<file path="src/rtl/mix_loader_if.sv">
// MIX loader bus bundle.
// Byte-stream receive side plus core memory write port.
interface mix_loader_if;
  logic        rx_valid;
  logic [7:0]  rx_data;
  logic        rx_ready;
  logic        mem_we;
  logic [11:0] mem_addr;
  logic [30:0] mem_wdata;

  modport master (
    input  rx_valid,
    input  rx_data,
    output rx_ready,
    output mem_we,
    output mem_addr,
    output mem_wdata
  );

  modport slave (
    output rx_valid,
    output rx_data,
    input  rx_ready,
    input  mem_we,
    input  mem_addr,
    input  mem_wdata
  );
endinterface

</file>
<file path="src/rtl/mix_loader.sv">
// MIX core image loader.
// Length, words, XOR checksum; holds core in reset until loaded.
module mix_loader #(
  parameter int MEM_WORDS = 4096
) (
  input  logic          clk,
  input  logic          reset,
  input  logic          start,
  mix_loader_if.master  bus,
  output logic          cpu_reset,
  output logic          busy,
  output logic          done,
  output logic          err
);

  typedef enum logic [2:0] {
    IDLE, LEN_LO, LEN_HI, DATA, CHECK, DONE, ERR
  } state_t;

  localparam logic [16:0] MAXN = 17'(MEM_WORDS);

  state_t      state, state_nx;
  logic        rdy, xfer, can_start, len_ok;
  logic [15:0] n16;
  logic [7:0]  len_lo, csum;
  logic [11:0] idx, last;
  logic [1:0]  bi;
  logic [23:0] asm_w;
  logic        we_q;
  logic [11:0] addr_q;
  logic [30:0] wdata_q;

  assign rdy = (state == LEN_LO) || (state == LEN_HI)
            || (state == DATA)   || (state == CHECK);
  assign busy = rdy;
  assign xfer = bus.rx_valid & rdy;
  assign can_start = (state == IDLE) || (state == DONE)
                  || (state == ERR);
  assign n16 = {bus.rx_data, len_lo};
  assign len_ok = (n16 != 16'd0) && ({1'b0, n16} <= MAXN);

  assign bus.rx_ready  = rdy;
  assign bus.mem_we    = we_q;
  assign bus.mem_addr  = addr_q;
  assign bus.mem_wdata = wdata_q;

  // State register.
  always_ff @(posedge clk or negedge reset) begin
    if (!reset) state <= IDLE;
    else        state <= state_nx;
  end

  // Next-state and status decode.
  always_comb begin
    state_nx  = state;
    done      = 1'b0;
    err       = 1'b0;
    cpu_reset = 1'b1;
    unique case (state)
      IDLE: if (start) state_nx = LEN_LO;
      LEN_LO: if (xfer) state_nx = LEN_HI;
      LEN_HI: if (xfer) state_nx = len_ok ? DATA : ERR;
      DATA: begin
        if (xfer && bi == 2'd3) begin
          if (bus.rx_data[7])   state_nx = ERR;
          else if (idx == last) state_nx = CHECK;
        end
      end
      CHECK: begin
        if (xfer)
          state_nx = (bus.rx_data == csum) ? DONE : ERR;
      end
      DONE: begin
        done      = 1'b1;
        cpu_reset = 1'b0;
        if (start) state_nx = LEN_LO;
      end
      ERR: begin
        err = 1'b1;
        if (start) state_nx = LEN_LO;
      end
      default: state_nx = IDLE;
    endcase
  end

  // Word assembly, checksum and write strobe.
  always_ff @(posedge clk or negedge reset) begin
    if (!reset) begin
      len_lo  <= '0;
      last    <= '0;
      idx     <= '0;
      bi      <= '0;
      csum    <= '0;
      asm_w   <= '0;
      we_q    <= 1'b0;
      addr_q  <= '0;
      wdata_q <= '0;
    end else begin
      we_q <= 1'b0;
      if (start && can_start) begin
        idx   <= '0;
        bi    <= '0;
        csum  <= '0;
        asm_w <= '0;
      end
      if (xfer && state == LEN_LO)
        len_lo <= bus.rx_data;
      if (xfer && state == LEN_HI)
        last <= n16[11:0] - 12'd1;
      if (xfer && state == DATA) begin
        csum <= csum ^ bus.rx_data;
        bi   <= bi + 2'd1;
        unique case (bi)
          2'd0: asm_w[7:0]   <= bus.rx_data;
          2'd1: asm_w[15:8]  <= bus.rx_data;
          2'd2: asm_w[23:16] <= bus.rx_data;
          2'd3: begin
            if (!bus.rx_data[7]) begin
              we_q    <= 1'b1;
              addr_q  <= idx;
              wdata_q <= {bus.rx_data[6:0], asm_w};
              if (idx != last) idx <= idx + 12'd1;
            end
          end
        endcase
      end
    end
  end

endmodule

</file>
<file path="src/flat_wrapper.sv">
// flat-port wrapper written by rule: the top's interface ports become plain ports
module mix_loader_flat 
#(
  parameter int MEM_WORDS = 4096
)
  (clk, reset, start, cpu_reset, busy, done, err, bus_rx_valid, bus_rx_data, bus_rx_ready, bus_mem_we, bus_mem_addr, bus_mem_wdata);
  mix_loader_if bus_i ();
  input  logic clk;
  input  logic reset;
  input  logic start;
  output logic cpu_reset;
  output logic busy;
  output logic done;
  output logic err;
  input wire logic [$bits(bus_i.rx_valid)-1:0] bus_rx_valid;
  input wire logic [$bits(bus_i.rx_data)-1:0] bus_rx_data;
  output wire logic [$bits(bus_i.rx_ready)-1:0] bus_rx_ready;
  output wire logic [$bits(bus_i.mem_we)-1:0] bus_mem_we;
  output wire logic [$bits(bus_i.mem_addr)-1:0] bus_mem_addr;
  output wire logic [$bits(bus_i.mem_wdata)-1:0] bus_mem_wdata;
  assign bus_i.rx_valid = bus_rx_valid;
  assign bus_i.rx_data = bus_rx_data;
  assign bus_rx_ready = bus_i.rx_ready;
  assign bus_mem_we = bus_i.mem_we;
  assign bus_mem_addr = bus_i.mem_addr;
  assign bus_mem_wdata = bus_i.mem_wdata;
  mix_loader #(.MEM_WORDS(MEM_WORDS)) u_core (.clk(clk), .reset(reset), .start(start), .bus(bus_i), .cpu_reset(cpu_reset), .busy(busy), .done(done), .err(err));
endmodule
</file>
<file path="config.mk">
export PLATFORM = sky130hd
export DESIGN_NAME = mix_loader_flat
export DESIGN_NICKNAME = d
export VERILOG_FILES = /design/src/rtl/mix_loader_if.sv /design/src/rtl/mix_loader.sv /design/src/flat_wrapper.sv
export SDC_FILE = /design/constraint.sdc
export NUM_CORES = 1
export LEC_CHECK = 0
export ABC_AREA = 1
export BUFFER_PORTS_ARGS = -buffer_cell sky130_fd_sc_hd__buf_4
export CAP_MARGIN = 10
export CORE_AREA = 10 10 98 165
export DETAILED_ROUTE_END_ITERATION = 8
export DIE_AREA = 0 0 108 175
export SETUP_SLACK_MARGIN = 0.02
export SLEW_MARGIN = 20
export SYNTH_ARGS = -nofsm -noshare
export SYNTH_HDL_FRONTEND = slang
export SYNTH_SLANG_ARGS = --single-unit
</file>
<file path="constraint.sdc">
create_clock -name clk -period 3.4 [get_ports clk]
set_input_delay 0.17 -clock clk [delete_from_list [all_inputs] [get_ports clk]]
set_output_delay 0.17 -clock clk [all_outputs]
set_load 0.1 [all_outputs]
</file>
==> results.py <==
metrics = {
    "placed_design": {
        "place.gp.congestion": 0.897,
        "io_buffers": 60,
        "dpl.cell_count": 864,
        "hpwl_mm": 10.2,
        "placed_cell_area_um2": 5810,
    },
    "critical_path": {
        "r2r_end": "u_core.bus.mem_addr[1]",
        "crit_fanout": 62,
        "slowest_delay_ps": 470,
        "start_kind": "flop",
        "critPathKind": "reg2reg",
        "crit_chain": "nor2_2 > nand2_2 > nor3_4 > buf_4 > inv_2 > nand2_1 > o21ai_1",
        "critPathBufInv": 2,
        "timing.rr.start": "u_core.state[2]",
        "crit_family": "buffers and inverters",
        "r2r_setup_slack_ps": 1190,
        "end_kind": "flop",
        "slowest_stage": "dfrtp_1",
        "cp.arrival_ps": 2470,
        "reg2reg_depth": 7,
        "cp.required_ps": 3660,
    },
    "clocking": {
        "max-clock-path-buffers": 2,
        "cts_tree": "yes",
        "root_buffer": "clkbuf_16",
        "clk_pin_slew_worst_paths_ps": 60,
        "htreeDepth": 4,
        "ctsResizeCount": 0,
        "cts_buffers": 17,
        "clock-sinks": 113,
        "post_cts_buffers": 0,
        "ctsHoldBuffers": 1,
        "clock_latency_ps": 410,
    },
    "logic_synthesis": {
        "syn_inst": 647,
        "ys_ff_latch": 113,
        "synth_cell_types": 29,
        "syn_area_um2": 5240,
        "synth_nets": 666,
        "yosys_warnings": 0,
        "avgSynthCellArea_um2": 8.10,
        "synth-seq-area-share_pct": 53.9,
    },
    "hold_path": {
        "holdPathStages": 4,
        "min_from": "bus_rx_data[5]",
        "hold_class": "in2reg",
        "whs_endpoint": "u_core.csum[5]",
    },
    "floorplanning": {
        "start_util_pct": 39.2,
        "io_pins": 61,
        "die_w_um": 108,
        "std_cell_rows": 56,
        "coreArea_um2": 13400,
        "die_h_um": 175,
        "dieArea_um2": 18900,
    },
    "global_routing": {
        "grt_pass1_vias": 4448,
        "antenna_found_initial": 0,
        "grt_pass1_wl_mm": 22.6,
        "grt_max_degree": 63,
        "grtUsageTotal_pct": 15.4,
        "grt_overflow": 0,
    },
    "layout": {
        "drive_gt1_share_pct": 14.9,
        "nNetsFinal": 729,
        "final_cell_mix": "232 x nand2_1, 113 x dfrtp_1, 65 x inv_1, 63 x buf_4, 58 x o21ai_0",
        "final_cells": 897,
        "num_antenna_cells": 0,
        "area_growth_syn_to_layout_pct": 22.9,
        "design_area_um2": 6440,
        "final_common_cell": "nand2_1",
        "final_core_util_pct": 48.1,
    },
    "timing": {
        "max_freq_mhz": 452,
        "final_hold_viol_count": 0,
        "rsz0062_at_grt": "false",
        "finalSetupViolations": 0,
        "tns_ps": 0,
        "fin_skew_ps": 8.49,
        "report.final.slew_viol_count": 0,
        "slew-limit-headroom_pct": 37.7,
        "worst_pin_slew_ps": 934,
        "min_period_over_period_pct": 65.1,
        "period_minus_slack_ps": 2210,
    },
    "routing": {
        "drt_iter0_markers": 214,
        "met2WireLength_mm": 7.51,
        "drc": 0,
        "dr.pass1.iters": 4,
        "finalWirelength_mm": 13.9,
        "vias": 4363,
        "m1WireLength_mm": 5.31,
        "dr.max_layer_used": "met4",
        "dr_wl_met3_um": 569,
        "via_per_inst": 4.86,
        "ant_nets": 0,
        "routedWlPerCell_um": 15.5,
    },
    "power_and_ir_drop": {
        "ir_drop_uv": 876,
        "power_mw": 4.97,
        "p_leak_nw": 3.33,
        "p_per_area_nw_per_um2": 772,
    },
    "job": {
        "drv_cap": 0,
    },
    "run_status": {
        "status": "completed",
    },
}
[area by class of cell]
class | instances | area [um^2]
well taps | 174 | 218
clock inverters | 14 | 179
fillers | 1315 | 6940
inverters | 69 | 259
repair buffers | 64 | 483
clock buffers | 18 | 439
flip-flops and latches | 113 | 2830
multi-input cells | 445 | 2040
[through the flow]
step / hold slack [ps] / setup slack (ps)
6_report: 99.9 / 1190
2_1_floorplan: -126 / 449
4_1_cts: 85.0 / 1180
3_5_place_dp: 291 / 1190
3_3_place_gp: 292 / 1230
5_1_grt: 92.2 / 916
[power by group]
group	switching, mW	internal (mW)	total [mW]	leakage, nW
combinational	0.958	0.399	1.36	1.51
sequential	0.182	1.59	1.77	1.53
clock	0.663	1.18	1.84	0.294
total	1.80	3.17	4.97	3.33
[worst min-delay path, stage by stage]
cell and delay (ps):
buf_4 80, nand2_1 40, nand2_1 80, o22ai_1 80
[cells by family after synthesis]
logic type | share of synthesized area, %
AOI/OAI and AO/OA | 9.76
xor gates and xnor gates | 1.67
adders and majority gates | 1.67
buffers and inverters | 7.23
DFF | 53.9
and+or+nand+nor | 25.7
[state kept, by name, summed over array words and instances, names as in the netlist]
register,count
u_core.asm_w,24
u_core.idx,12
u_core.state,3
u_core.csum,8
u_core.last,12
u_core.bus.mem_we,1
u_core.bus.mem_wdata,31
u_core.bi,2
u_core.bus.mem_addr,12
u_core.len_lo,8
[synth_stat cells]
| cell | instances | area (um^2) |
|---|---|---|
| nor3_4 | 1 | 16.3 |
| o22ai_1 | 8 | 50.1 |
| nand4_1 | 6 | 37.5 |
| a21oi_1 | 6 | 30.0 |
| buf_1 | 1 | 3.75 |
| a31oi_1 | 4 | 25.0 |
| o21ai_1 | 20 | 100 |
| nand2_1 | 232 | 871 |
| xor2_1 | 3 | 26.3 |
| or2_2 | 3 | 18.8 |
| clkinv_1 | 2 | 7.51 |
| nor3_1 | 2 | 10.0 |
| clkbuf_1 | 2 | 7.51 |
| a22oi_1 | 1 | 7.51 |
| o21ai_2 | 1 | 8.76 |
| buf_4 | 2 | 15.0 |
| xnor2_1 | 7 | 61.3 |
| nor2_2 | 1 | 6.26 |
| nor2_4 | 1 | 11.3 |
| dfrtp_1 | 113 | 2830 |
| buf_2 | 12 | 60.1 |
| nand3_1 | 42 | 210 |
| inv_2 | 2 | 7.51 |
| buf_6 | 3 | 33.8 |
| nand2_2 | 4 | 25.0 |
| nor2_1 | 38 | 143 |
| o21ai_0 | 58 | 290 |
| inv_1 | 65 | 244 |
| ha_1 | 7 | 87.6 |
[worst max path at each step]
| stage | startpoint | to | slack, ps | depth (start not counted) |
|---|---|---|---|---|
| 2_1_floorplan | u_core.state[2] | cpu_reset | 450 | 4 |
| 4_1_cts | u_core.state[2] | u_core.bus.mem_addr[11] | 1180 | 7 |
| 6_report | u_core.state[2] | u_core.bus.mem_addr[1] | 1190 | 7 |
| 3_5_place_dp | u_core.state[0] | u_core.bus.mem_addr[3] | 1190 | 8 |
| 5_1_grt | u_core.state[0] | u_core.bus.mem_addr[3] | 920 | 8 |
| 3_3_place_gp | u_core.state[2] | u_core.bus.mem_addr[8] | 1230 | 7 |
[routing by layer]
layer	GRT usage, %	vias to the layer above
met2	27.7	80
met4	8.05	0
met1	15.4	2061
met5	0	-
li1	-	2186
met3	4.05	36
Power figures use the tool's default switching activity.
